File: src/rtl/mdu_pkg.sv
// Shared types and sizing helpers for the iterative multiply/accumulate unit.
package mdu_pkg;

    typedef enum logic [1:0] {
        MD_MULT  = 2'b00,
        MD_MULTU = 2'b01,
        MD_MADD  = 2'b10,
        MD_MADDU = 2'b11
    } md_op_t;

    typedef enum logic [1:0] {
        IDLE = 2'b00,
        RUN  = 2'b01,
        FIX  = 2'b10
    } mdu_state_t;

    localparam int unsigned MDU_WORD = 32;

    // RUN length for a given number of multiplier bits retired per cycle
    function automatic int unsigned mdu_run_len(int unsigned bpc);
        return MDU_WORD / bpc;
    endfunction

endpackage

File: src/rtl/mdu_step.sv
// One shift-add step: adds multiplicand x slice, placed at bit position shift.
module mdu_step #(
    parameter int unsigned BPC = 1
) (
    input  logic [31:0]    multiplicand,
    input  logic [63:0]    prod,
    input  logic [BPC-1:0] slice,
    input  logic [5:0]     shift,
    output logic [63:0]    prod_next
);

    logic [63:0] term;

    always_comb begin
        term      = {32'b0, multiplicand} * {{(64-BPC){1'b0}}, slice};
        prod_next = prod + (term << shift);
    end

endmodule

File: src/rtl/mdu_sequencer.sv
// Iterative MULT/MULTU/MADD/MADDU sequencer owning HI/LO.
// Define MDU_EARLY_OUT_EN to leave RUN once the remaining multiplier is zero.
module mdu_sequencer
    import mdu_pkg::*;
#(
    parameter int unsigned BPC = 1
) (
    input  logic        clk,
    input  logic        reset,
    input  logic        start,
    input  logic [1:0]  op,
    input  logic [31:0] src_a,
    input  logic [31:0] src_b,
    input  logic        rd_req,
    input  logic        rd_sel,
    input  logic        flush,
    output logic        busy,
    output logic        stall,
    output logic [31:0] rd_data,
    output logic        done
);

    localparam int unsigned N = mdu_run_len(BPC);

    mdu_state_t  state_q;
    md_op_t      op_q;
    logic [31:0] mcand_q;
    logic [31:0] mplier_q;
    logic        neg_q;
    logic [63:0] prod_q;
    logic [63:0] snap_q;
    logic [5:0]  cnt_q;
    logic [5:0]  sh_q;
    logic [31:0] hi_q;
    logic [31:0] lo_q;
    logic        busy_q;
    logic        done_q;

    md_op_t      op_in;
    logic        signed_op;
    logic [31:0] a_abs;
    logic [31:0] b_abs;
    logic [31:0] mplier_next;
    logic [63:0] prod_step;
    logic [63:0] signed_prod;
    logic [63:0] fix_result;
    logic        run_end;

    mdu_step #(.BPC(BPC)) u_step (
        .multiplicand (mcand_q),
        .prod         (prod_q),
        .slice        (mplier_q[BPC-1:0]),
        .shift        (sh_q),
        .prod_next    (prod_step)
    );

    // 0x80000000 negates to itself, which read unsigned is exactly 2^31
    always_comb begin
        op_in       = md_op_t'(op);
        signed_op   = (op_in == MD_MULT) || (op_in == MD_MADD);
        a_abs       = (signed_op && src_a[31]) ? (~src_a + 32'd1) : src_a;
        b_abs       = (signed_op && src_b[31]) ? (~src_b + 32'd1) : src_b;
        mplier_next = mplier_q >> BPC;
        signed_prod = neg_q ? (~prod_q + 64'd1) : prod_q;
        fix_result  = signed_prod +
                      (((op_q == MD_MADD) || (op_q == MD_MADDU)) ? snap_q : '0);
`ifdef MDU_EARLY_OUT_EN
        run_end     = (cnt_q == 6'd1) || (mplier_next == '0);
`else
        run_end     = (cnt_q == 6'd1);
`endif
    end

    always_ff @(posedge clk) begin
        if (reset) begin
            state_q  <= IDLE;
            op_q     <= MD_MULT;
            mcand_q  <= '0;
            mplier_q <= '0;
            neg_q    <= 1'b0;
            prod_q   <= '0;
            snap_q   <= '0;
            cnt_q    <= '0;
            sh_q     <= '0;
            hi_q     <= '0;
            lo_q     <= '0;
            busy_q   <= 1'b0;
            done_q   <= 1'b0;
        end else if (flush) begin
            state_q <= IDLE;
            busy_q  <= 1'b0;
            done_q  <= 1'b0;
        end else begin
            case (state_q)
                IDLE: begin
                    done_q <= 1'b0;
                    if (start) begin
                        state_q  <= RUN;
                        busy_q   <= 1'b1;
                        op_q     <= op_in;
                        mcand_q  <= a_abs;
                        mplier_q <= b_abs;
                        neg_q    <= signed_op & (src_a[31] ^ src_b[31]);
                        prod_q   <= '0;
                        snap_q   <= {hi_q, lo_q};
                        cnt_q    <= 6'(N);
                        sh_q     <= '0;
                    end
                end
                RUN: begin
                    prod_q   <= prod_step;
                    mplier_q <= mplier_next;
                    cnt_q    <= cnt_q - 6'd1;
                    sh_q     <= sh_q + 6'(BPC);
                    if (run_end) begin
                        state_q <= FIX;
                        done_q  <= 1'b1;
                    end
                end
                FIX: begin
                    {hi_q, lo_q} <= fix_result;
                    state_q      <= IDLE;
                    busy_q       <= 1'b0;
                    done_q       <= 1'b0;
                end
                default: begin
                    state_q <= IDLE;
                    busy_q  <= 1'b0;
                    done_q  <= 1'b0;
                end
            endcase
        end
    end

    assign busy    = busy_q;
    assign done    = done_q;
    assign stall   = busy_q & (rd_req | start);
    assign rd_data = rd_sel ? hi_q : lo_q;

endmodule

File: config.mk
export PLATFORM = sky130hd
export DESIGN_NAME = mdu_sequencer
export DESIGN_NICKNAME = d
export VERILOG_FILES = /design/src/rtl/mdu_pkg.sv /design/src/rtl/mdu_step.sv /design/src/rtl/mdu_sequencer.sv
export SDC_FILE = /design/constraint.sdc
export NUM_CORES = 1
export LEC_CHECK = 0
export BUFFER_PORTS_ARGS = -buffer_cell sky130_fd_sc_hd__buf_2
export CORE_MARGIN = 8
export CORE_UTILIZATION = 60
export CTS_BUF_LIST = sky130_fd_sc_hd__clkbuf_8
export CTS_CLUSTER_SIZE = 24
export DETAILED_ROUTE_END_ITERATION = 10
export MAX_ROUTING_LAYER = met4
export PLACE_DENSITY = 0.78
export REMOVE_ABC_BUFFERS = 1
export SYNTH_ARGS = -nofsm -noshare
export SYNTH_HDL_FRONTEND = slang
export SYNTH_SLANG_ARGS = --single-unit
File: constraint.sdc
create_clock -name clk -period 10.6 [get_ports clk]
set_input_delay 1.06 -clock clk [delete_from_list [all_inputs] [get_ports clk]]
set_output_delay 1.06 -clock clk [all_outputs]
set_load 0.03 [all_outputs]
==> flow_summary.ini <==
[power_and_ir_drop]
p_sw_share_pct = 27.5
p_leak_nw = 10.1
power.density_nw_per_um2 = 95.9
internal_power_mw = 1.69
switching_power_uw = 640
finalPower_mw = 2.33
clockPowerShare_pct = 44.3
seqPwrFrac_pct = 46.0
ir_drop_v = 0.0000920
comb_power_share_pct = 9.8

[critical_path]
cp-start-kind = register
r2r-end = hi_q[30]
rr_worst_depth = 20
rrSetupSlack_ps = 4660
crit_arrival_ps = 6470
critical_path_required_ps = 11130
crit_path_end_kind = register
reg2reg_from = prod_q[12]
critPathMaxFanout = 7
crit_type = register to register

[cells_and_area]
ff_latch_area_um2 = 5490
drive_gt1_share_pct = 10.3
fillerInstances = 3349
synthToLayoutAreaGrowth_pct = 7.20
antenna_cells = 0
nets = 3251
multiInputGateArea_um2 = 16200

[hold_path]
hold_depth = 2
min_to = snap_q[32]
hp-start = snap_q[32]
hold_class = register to register

[global_route]
track_usage_pct = 32.1
grt_pass1_wl_um = 113000
grt-ovfl-total = 0
grt_pass1_vias = 21313
antenna_found_initial = 0
grt_max_degree = 96

[die]
die_w_um = 210
start_util_pct = 60.5
coreArea_um2 = 37500
dieHeight_um = 210
fp.dieArea_um2 = 44300
row_count = 71
io_pins = 107

[clocking]
clkTransAtPathRegs_ps = 60
cts_hold_buf = 0
post_cts_buffers = 0
cts_root_buffer = clkbuf_8
insertion_delay_ps = 650
cts-resized-gates = 0
cts_made_buffers = 48
htreeDepth = 2
cts_tree = done
clockBufferDepth = 3
clock-sinks = 274

[sta]
hold_viol = 0
report.final.slew_viol_count = 0
fmax_ghz = 0.168
setup_viol = 0
worstMarginPinSlew_ps = 1100
clock_skew_ps = 43.1
period_needed_ps = 5940
slew_headroom_pct = 26.7
final.setup.tns_ps = 0
rsz0062_at_grt = false
finalCritPeriodShare_pct = 56.0

[synthesis]
synth.ff_latch_count = 274
synth_top_cell_by_area = dfxtp_1
ys_top_cells_by_area = dfxtp_1 24%, a21oi_1 7.3%, ha_1 7.3%
ys_types = 88
yosys_warnings = 0
synth_edf_count = 0
avgSynthCellArea_um2 = 7.41
synth_most_common_cell = nand2_1
yosys.area.top_type_share_pct = 24.2
yosysSeqAreaShare_pct = 24.2
ys_async_sr_fraction_pct = 0
syn_inst = 3061
synth_top_flop_cell = dfxtp_1
synth_area_um2 = 22700
ys_top_cells_by_count = 434 x nand2_1, 330 x a21oi_1, 289 x nor2_1

[route]
dr.pass1.iters = 6
wl_per_cell_um = 20.1
vias = 22461
remaining_drc_errors = 0
final_antenna_net_count = 0
drt_iter0_drc = 1951
viasPerCell = 6.25
wl_um = 72200

[place]
gp_congestion = 1.03
dpl.hpwl_um = 54400
port_buffers = 106

[run]
maxCapViolations = 0

[outcome]
outcome = finished, final reports clean
## flip-flops by register name, indices dropped and copies added, names as in the netlist, 2 cells and up
name      cells
cnt_q         6
hi_q         32
lo_q         32
mcand_q      32
mplier_q     32
prod_q       64
sh_q          6
snap_q       64
state_q       2
## power groups by stage
stage | logic (mW) | registers [mW] | clock network (mW)
final | 0.228 | 1.07 | 1.03
after global routing | 0.249 | 1.07 | 1.09
after CTS | 0.225 | 1.07 | 1.05
after detailed placement | 0.225 | 1.09 | 0
after global placement | 0.217 | 1.09 | 0
after floorplan | 0.138 | 1.09 | 0
## layout make-up
type	instances	area share, %
Clock buffer	59	3.34
Clock inverter	27	0.787
Inverter	63	0.973
Multi-Input combinational cell	2526	66.7
Sequential cell	274	22.6
Tap cell	511	2.63
Timing Repair Buffer	132	3.01
## routing by layer
| metal | GRT usage [%] | vias to the layer above | wire length (um) |
|---|---|---|---|
| met4 | 15.0 | 0 | 3430 |
| li1 | - | 10951 | - |
| met2 | 53.4 | 797 | 34300 |
| met5 | - | - | 0 |
| met1 | 38.9 | 10542 | 30600 |
| met3 | 3.22 | 171 | 3840 |
## cells in the final DEF, fill, tap and decap left out, types with 8 or more instances in the layout
cell,count
a211oi_1,67
a21o_1,75
a21oi_1,330
a22o_1,32
a22oi_1,27
a31oi_1,25
and2_1,87
and3_1,19
buf_2,105
buf_4,26
clkbuf_8,59
dfxtp_1,271
ha_1,132
inv_1,77
mux2_2,42
mux2i_1,37
mux4_2,27
nand2_1,433
nand2b_1,21
nand3_1,60
nand3b_1,8
nand4_1,33
nor2_1,287
nor2b_1,18
nor3_1,46
nor4_1,16
o211ai_1,11
o21a_1,8
o21ai_0,204
o21bai_1,34
o22ai_1,18
o31ai_1,34
o41ai_1,12
or3_1,33
or4_1,9
xnor2_1,160
xor2_1,78
## per-stage QoR
stage | instances | hold slack, ps | setup slack, ps | util (%) | cell area [um^2]
6_report | 3592 | 452 | 4660 | 64.9 | 24300
5_1_grt | 3592 | 474 | 4300 | 64.9 | 24300
4_1_cts | 3592 | 452 | 4670 | 64.9 | 24300
3_5_place_dp | 3506 | 443 | 4690 | 62.2 | 23300
3_3_place_gp | 3506 | 439 | 4820 | 62.2 | 23300
2_1_floorplan | 2863 | 426 | 4790 | - | 21900
## worst max path at each step
| stage | startpoint | to | cells past startpoint |
|---|---|---|---|
| final | prod_q[12] | hi_q[30] | 20 |
| after global routing | sh_q[0] | prod_q[61] | 19 |
| after CTS | prod_q[12] | hi_q[30] | 20 |
| after detailed placement | sh_q[0] | prod_q[61] | 19 |
| after global placement | sh_q[0] | prod_q[57] | 17 |
| after floorplan | sh_q[0] | prod_q[61] | 19 |
## critical path: stages (launching register included)
cell and delay (ps):
dfxtp_1 370, or4_4 570, or3_4 370, or4_4 540
nor2_4 210, nand3b_4 130, or4_4 490, o21ai_0 220
xnor2_1 150, ha_1 450, nand2_1 110, nor2_1 140
nor4b_1 470, nand3_1 160, or3_1 330, o31ai_1 140
o21bai_1 210, a211oi_1 330, o22ai_1 130, xnor2_1 140
a22o_1 190
## cells by family (layout without fill, tap and decap cells)
logic type	after synthesis	count (layout)	synth area share, %
xor+xnor	238	238	9.19
buf+inv	261	281	4.47
flops	274	274	24.2
compound gates	938	938	25.7
simple gates	1110	1110	22.6
fa+ha+maj	134	134	7.46
mux	106	106	6.40
Power figures use the tool's default switching activity.
